`config.mk`:
```
export PLATFORM = sky130hd
export DESIGN_NAME = code_entry
export DESIGN_NICKNAME = d
export VERILOG_FILES = /design/src/rtl/code_entry.sv
export SDC_FILE = /design/constraint.sdc
export NUM_CORES = 1
export LEC_CHECK = 0
export CAP_MARGIN = 20
export CORE_ASPECT_RATIO = 1.2
export CORE_UTILIZATION = 35
export DETAILED_ROUTE_END_ITERATION = 8
export PLACE_DENSITY = 0.66
export SETUP_SLACK_MARGIN = 0.4
export SLEW_MARGIN = 20
export SYNTH_ARGS = -nofsm -noshare
export SYNTH_HDL_FRONTEND = slang
export SYNTH_SLANG_ARGS = --single-unit
```
`constraint.sdc`:
```
create_clock -name clk -period 3.45 [get_ports clk]
set_clock_uncertainty 0.1 [all_clocks]
set_input_delay 0.5175 -clock clk [delete_from_list [all_inputs] [get_ports clk]]
set_output_delay 0.5175 -clock clk [all_outputs]
set_load 0.01 [all_outputs]
```
`src/rtl/code_entry.sv`:
```
// rtl/code_entry.sv - three-digit keypad code entry with compare and program modes
//
// Collects a digit sequence, then in one RESULT cycle either compares it with the
// stored code (unlock / lock pulse) or overwrites the stored code (programmed pulse).
// Optional feature macro: ENTRY_TIMEOUT_EN adds an inter-digit timeout of TIMEOUT_CYC cycles.
//
// Ports:
//   clk          in   system clock, rising edge
//   reset        in   asynchronous active-low reset
//   digit_valid  in   one-cycle strobe, digit present
//   digit        in   digit value (DIGIT_W bits)
//   set          in   mode, sampled with first digit: 1 = program, 0 = compare
//   clear        in   synchronous abort of a partial entry
//   lockout      in   entry inhibited
//   unlock       out  one-cycle pulse, entered code matches stored code
//   lock         out  one-cycle pulse, mismatch or compare-mode timeout
//   programmed   out  one-cycle pulse, new code stored
//   busy         out  high while in ENTRY or RESULT
//   digit_cnt    out  digits accepted in the current sequence
module code_entry #(
    parameter int unsigned DIGIT_W     = 4,
    parameter int unsigned NUM_DIGITS  = 3,
    parameter logic [DIGIT_W*NUM_DIGITS-1:0] DEFAULT_CODE = '0,
    parameter int unsigned TIMEOUT_CYC = 1000
) (
    input  logic               clk,
    input  logic               reset,
    input  logic               digit_valid,
    input  logic [DIGIT_W-1:0] digit,
    input  logic               set,
    input  logic               clear,
    input  logic               lockout,
    output logic               unlock,
    output logic               lock,
    output logic               programmed,
    output logic               busy,
    output logic [1:0]         digit_cnt
);

    localparam int unsigned CODE_W = DIGIT_W * NUM_DIGITS;
    localparam logic [1:0]  LAST_IDX = 2'(NUM_DIGITS - 1);

    typedef enum logic [1:0] {
        S_IDLE   = 2'd0,
        S_ENTRY  = 2'd1,
        S_RESULT = 2'd2
    } state_e;

    state_e              state_q, state_d;
    logic [1:0]          idx_q, idx_d;
    logic [CODE_W-1:0]   buf_q, buf_d;
    logic [CODE_W-1:0]   code_q, code_d;
    logic                mode_q, mode_d;

`ifdef ENTRY_TIMEOUT_EN
    localparam int unsigned TO_W = (TIMEOUT_CYC > 2) ? $clog2(TIMEOUT_CYC) : 1;
    logic [TO_W-1:0]     to_q, to_d;
    logic                lock_to_q, lock_to_d;
`else
    // Without the timeout a partial entry is held indefinitely; TIMEOUT_CYC is inert.
    if (TIMEOUT_CYC == 0) begin : g_no_timeout
    end
`endif

    always_ff @(posedge clk or negedge reset) begin
        if (!reset) begin
            state_q   <= S_IDLE;
            idx_q     <= '0;
            buf_q     <= '0;
            code_q    <= DEFAULT_CODE;
            mode_q    <= 1'b0;
`ifdef ENTRY_TIMEOUT_EN
            to_q      <= '0;
            lock_to_q <= 1'b0;
`endif
        end else begin
            state_q   <= state_d;
            idx_q     <= idx_d;
            buf_q     <= buf_d;
            code_q    <= code_d;
            mode_q    <= mode_d;
`ifdef ENTRY_TIMEOUT_EN
            to_q      <= to_d;
            lock_to_q <= lock_to_d;
`endif
        end
    end

    always_comb begin
        state_d    = state_q;
        idx_d      = idx_q;
        buf_d      = buf_q;
        code_d     = code_q;
        mode_d     = mode_q;
        unlock     = 1'b0;
        lock       = 1'b0;
        programmed = 1'b0;
        busy       = (state_q != S_IDLE);
`ifdef ENTRY_TIMEOUT_EN
        to_d       = to_q;
        lock_to_d  = 1'b0;
`endif

        case (state_q)
            S_IDLE: begin
                // clear wins over digit_valid
                if (clear) begin
                    buf_d = '0;
                    idx_d = '0;
                end else if (digit_valid && !lockout) begin
                    buf_d   = {{(CODE_W-DIGIT_W){1'b0}}, digit};
                    mode_d  = set;
                    idx_d   = 2'd1;
                    state_d = S_ENTRY;
`ifdef ENTRY_TIMEOUT_EN
                    to_d    = '0;
`endif
                end
            end
            S_ENTRY: begin
                if (clear || lockout) begin
                    state_d = S_IDLE;
                    buf_d   = '0;
                    idx_d   = '0;
                end else if (digit_valid) begin
                    // Shift in: the first digit ends up in the top nibble
                    buf_d = {buf_q[CODE_W-DIGIT_W-1:0], digit};
`ifdef ENTRY_TIMEOUT_EN
                    to_d  = '0;
`endif
                    if (idx_q == LAST_IDX) begin
                        state_d = S_RESULT;
                        idx_d   = '0;
                    end else begin
                        idx_d = idx_q + 2'd1;
                    end
                end
`ifdef ENTRY_TIMEOUT_EN
                else if (to_q == TO_W'(TIMEOUT_CYC - 1)) begin
                    // A compare-mode timeout counts as a failed trial; program mode aborts silently
                    state_d   = S_IDLE;
                    buf_d     = '0;
                    idx_d     = '0;
                    lock_to_d = !mode_q;
                end else begin
                    to_d = to_q + TO_W'(1);
                end
`endif
            end
            S_RESULT: begin
                // Compare against the code held before this sequence's own update
                if (mode_q) begin
                    programmed = 1'b1;
                    code_d     = buf_q;
                end else if (buf_q == code_q) begin
                    unlock = 1'b1;
                end else begin
                    lock = 1'b1;
                end
                state_d = S_IDLE;
                buf_d   = '0;
            end
            default: begin
                state_d = S_IDLE;
            end
        endcase

`ifdef ENTRY_TIMEOUT_EN
        lock = lock | lock_to_q;
`endif
    end

    assign digit_cnt = idx_q;

endmodule
```
==> out/summary.txt <==
Post-Syn Area per Cell - 11.4 um^2
Clock latency on the worst-skew pair - 280 ps
Sequential Area - 726 um^2
Async set-reset flop share out of synthesis - 1.00
Post-Synth Adder-Cell Area - 0.0401
Core area - 4260 um^2
Dpl cell area - 1770 um^2
Worst Path Class, Setup - register to output pin
CP endpoint kind - output pin
I/O pins - 16
CP arrival - 2160 ps
Final Cell Area - 1850 um^2
Die Height - 75.1 um
Max Fanout on Critical Path - 4
Post-synth EDFFs - 0
GPL Wtd Cong - 0.735
Fillers - 415
Row count - 26
Worst rel slew slack - 0.484
Reg2reg end - buf_q[5]
H-tree depth - 2
Power Density - 658 nW/um^2
Antenna Nets Post-Route - 0
First-pass GRT wire length - 5.22 mm
Final Cycle Share - 0.804
Synth Instances - 137
Die area - 4730 um^2
DRT iter0 DRCs - 53
Fmax - 0.360 GHz
Xor/xnor cell area share of the yosys netlist - 0.0674
Final setup viols - 0
Dpl ws - 968 ps
Setup TNS - 0 ps
Register-to-Register Setup Slack - 1540 ps
Final core occ - 0.434
Largest family of logic cells by synthesized area - compound AO/OA/AOI/OAI gates
Root buffer cell - clkbuf_8
Area leader, netlist - dfrtp_1
Post-Route WL - 3.00 mm
Synthesized netlist net count - 152
Sequential-to-total area share from yosys stat - 0.465
Post-synthesis compound-gate area fraction - 0.145
CTS tree - built
Area growth syn-to-layout - 18.5%
RSZ-0062 raised after global routing - false
Drt drc - 0
Clock buffer depth - 2
Initial antenna violation count - 0
Slew Viols, Final - 0
Hold path start - code_q[3]
DR vias - 1,084
Final Hold Viols - 0
Number of cells on the worst hold path - 1
Post-synth top area share - 0.465
CP startpoint - buf_q[4]
Req. time, crit path - 2830 ps
Postcts setup bufs - 0
Vias in the first global route - 1,151
Antenna cell count - 0
Worst Reg-to-Reg Cells - 7
Synth Flop Type - dfrtp_1
Mapped Area - 1560 um^2
Unique cell type count in the Yosys netlist - 34
Tot Pwr - 1.22 mW
I/O Buffers - 15
CTS clk-pin slew, worst paths - 60 ps
DR pass1 iterations - 4
Setup crit start kind - register
Die W - 63.0 um
Post-synthesis simple-gate area fraction - 0.120
Critical R2R Launch - state_q[0]
Vias per inst - 5.09
YS warnings - 0
Least-Margin Pin Slew - 774 ps
Cts repair resizes - 0
Count leader, synth - dfrtp_1
Cts bufs inserted - 5
VDD IR max - 0.332 mV
CTS Hold Bufs - 0
Smallest setup slack after layout - 676 ps
Hold Crit Class - register to register
Multi-input logic area - 783 um^2
Largest net degree at the start of global routing - 30
Starting Density - 0.366
Status - finished, final reports clean
Top post-synthesis cells by count - dfrtp_1 (29), nand2_1 (17), mux2_2 (13), o31ai_1 (12), xor2_1 (12)
Static Leak - 0.888 nW
Final worst path period need - 2770 ps
Drt wl/cell - 14.1 um
Final HPWL DP - 2.14 mm
Sink Count - 29
Top cells by area, synth - dfrtp_1 (47%), mux2_2 (9.4%), xor2_1 (6.7%)
Yosys reg bits - 29
Max-cap viol count - 0
Multiplexer area fraction after synthesis - 0.129
Total Routing Usage GR - 0.149
Share of cells above drive strength 1 - 0.210
Hold Path Sink - code_q[3]
Final nets - 171
Total gr overflow - 0
flip-flops by register name, indices dropped and copies added (netlist names):
register	flops
buf_q	12
digit_cnt	2
state_q	2
code_q	12
mode_q	1
metal layers:
layer	vias to the layer above	global-route usage	share of wire
met3	6	0.0455	0.043
met2	20	0.268	0.51
li1	520	-	-
met1	538	0.156	0.42
met5	-	0	0
met4	0	0.0853	0.021
cell type report:
type | instances | share of cell area
multi-input combinational | 98 | 0.424
timing repair buffer | 18 | 0.0934
clock inverter | 2 | 0.00541
sequential | 29 | 0.392
clock buffer | 6 | 0.0392
tap | 56 | 0.0379
inverter | 4 | 0.00812
power by group:
part           leakage [nW]  internal, mW  switching (mW)  total (mW)
clock network        0.0450         0.139           0.124       0.263
logic                 0.449         0.238           0.251       0.489
registers             0.394         0.401          0.0630       0.464
cell families (layout without fill, tap and decap cells):
kind of cell / after synthesis / after routing
adder cells (fa/ha/maj): 5 / 5
multiplexers: 17 / 17
flip-flops: 29 / 29
buffers and inverters: 10 / 30
AND/OR/NAND/NOR: 32 / 32
XOR/XNOR: 12 / 12
AO/OA/AOI/OAI: 32 / 32
worst max path at each step:
stage | end | slack, ps | depth (start not counted)
after detailed placement | unlock | 970 | 4
after CTS | unlock | 660 | 5
after floorplan | unlock | 1470 | 4
final | unlock | 680 | 5
after global routing | unlock | 490 | 5
after global placement | unlock | 940 | 4
critical path, stage by stage (launching register included):
cell             delay [ps]
dfrtp_1                 410
xor2_1                  190
nor4_2                  330
nand2_1                 100
nor4bb_1                260
clkdlybuf4s50_1         590
metrics by stage:
step	cells	hold WS (ps)
finish	213	426
detailed placement	205	415
CTS	213	429
global placement	205	408
floorplan	137	122
global route	213	450
layout by cell type (no fill, tap or decap):
| master | count |
|---|---|
| clkbuf_8 | 5 |
| nor3b_1 | 1 |
| a21oi_1 | 4 |
| clkbuf_1 | 1 |
| nor2b_1 | 1 |
| ha_1 | 5 |
| o31ai_1 | 12 |
| nor4_1 | 1 |
| nand2b_1 | 1 |
| o21ai_0 | 4 |
| a31oi_1 | 1 |
| clkdlybuf4s50_1 | 15 |
| mux2_4 | 3 |
| nand2b_4 | 1 |
| nand3b_1 | 1 |
| nand2_1 | 17 |
| a211oi_4 | 1 |
| nand3_1 | 1 |
| buf_4 | 3 |
| o21bai_1 | 1 |
| nor4bb_1 | 1 |
| nor2b_2 | 1 |
| nor4_2 | 2 |
| mux2_2 | 13 |
| dfrtp_1 | 29 |
| mux2i_1 | 1 |
| xor2_1 | 12 |
| and3_1 | 1 |
| o32a_4 | 1 |
| nor2_1 | 1 |
| nor2_4 | 1 |
| inv_1 | 4 |
| or3_1 | 1 |
| clkinv_2 | 2 |
| o21ai_1 | 8 |
(Power assumes the default switching activity.)
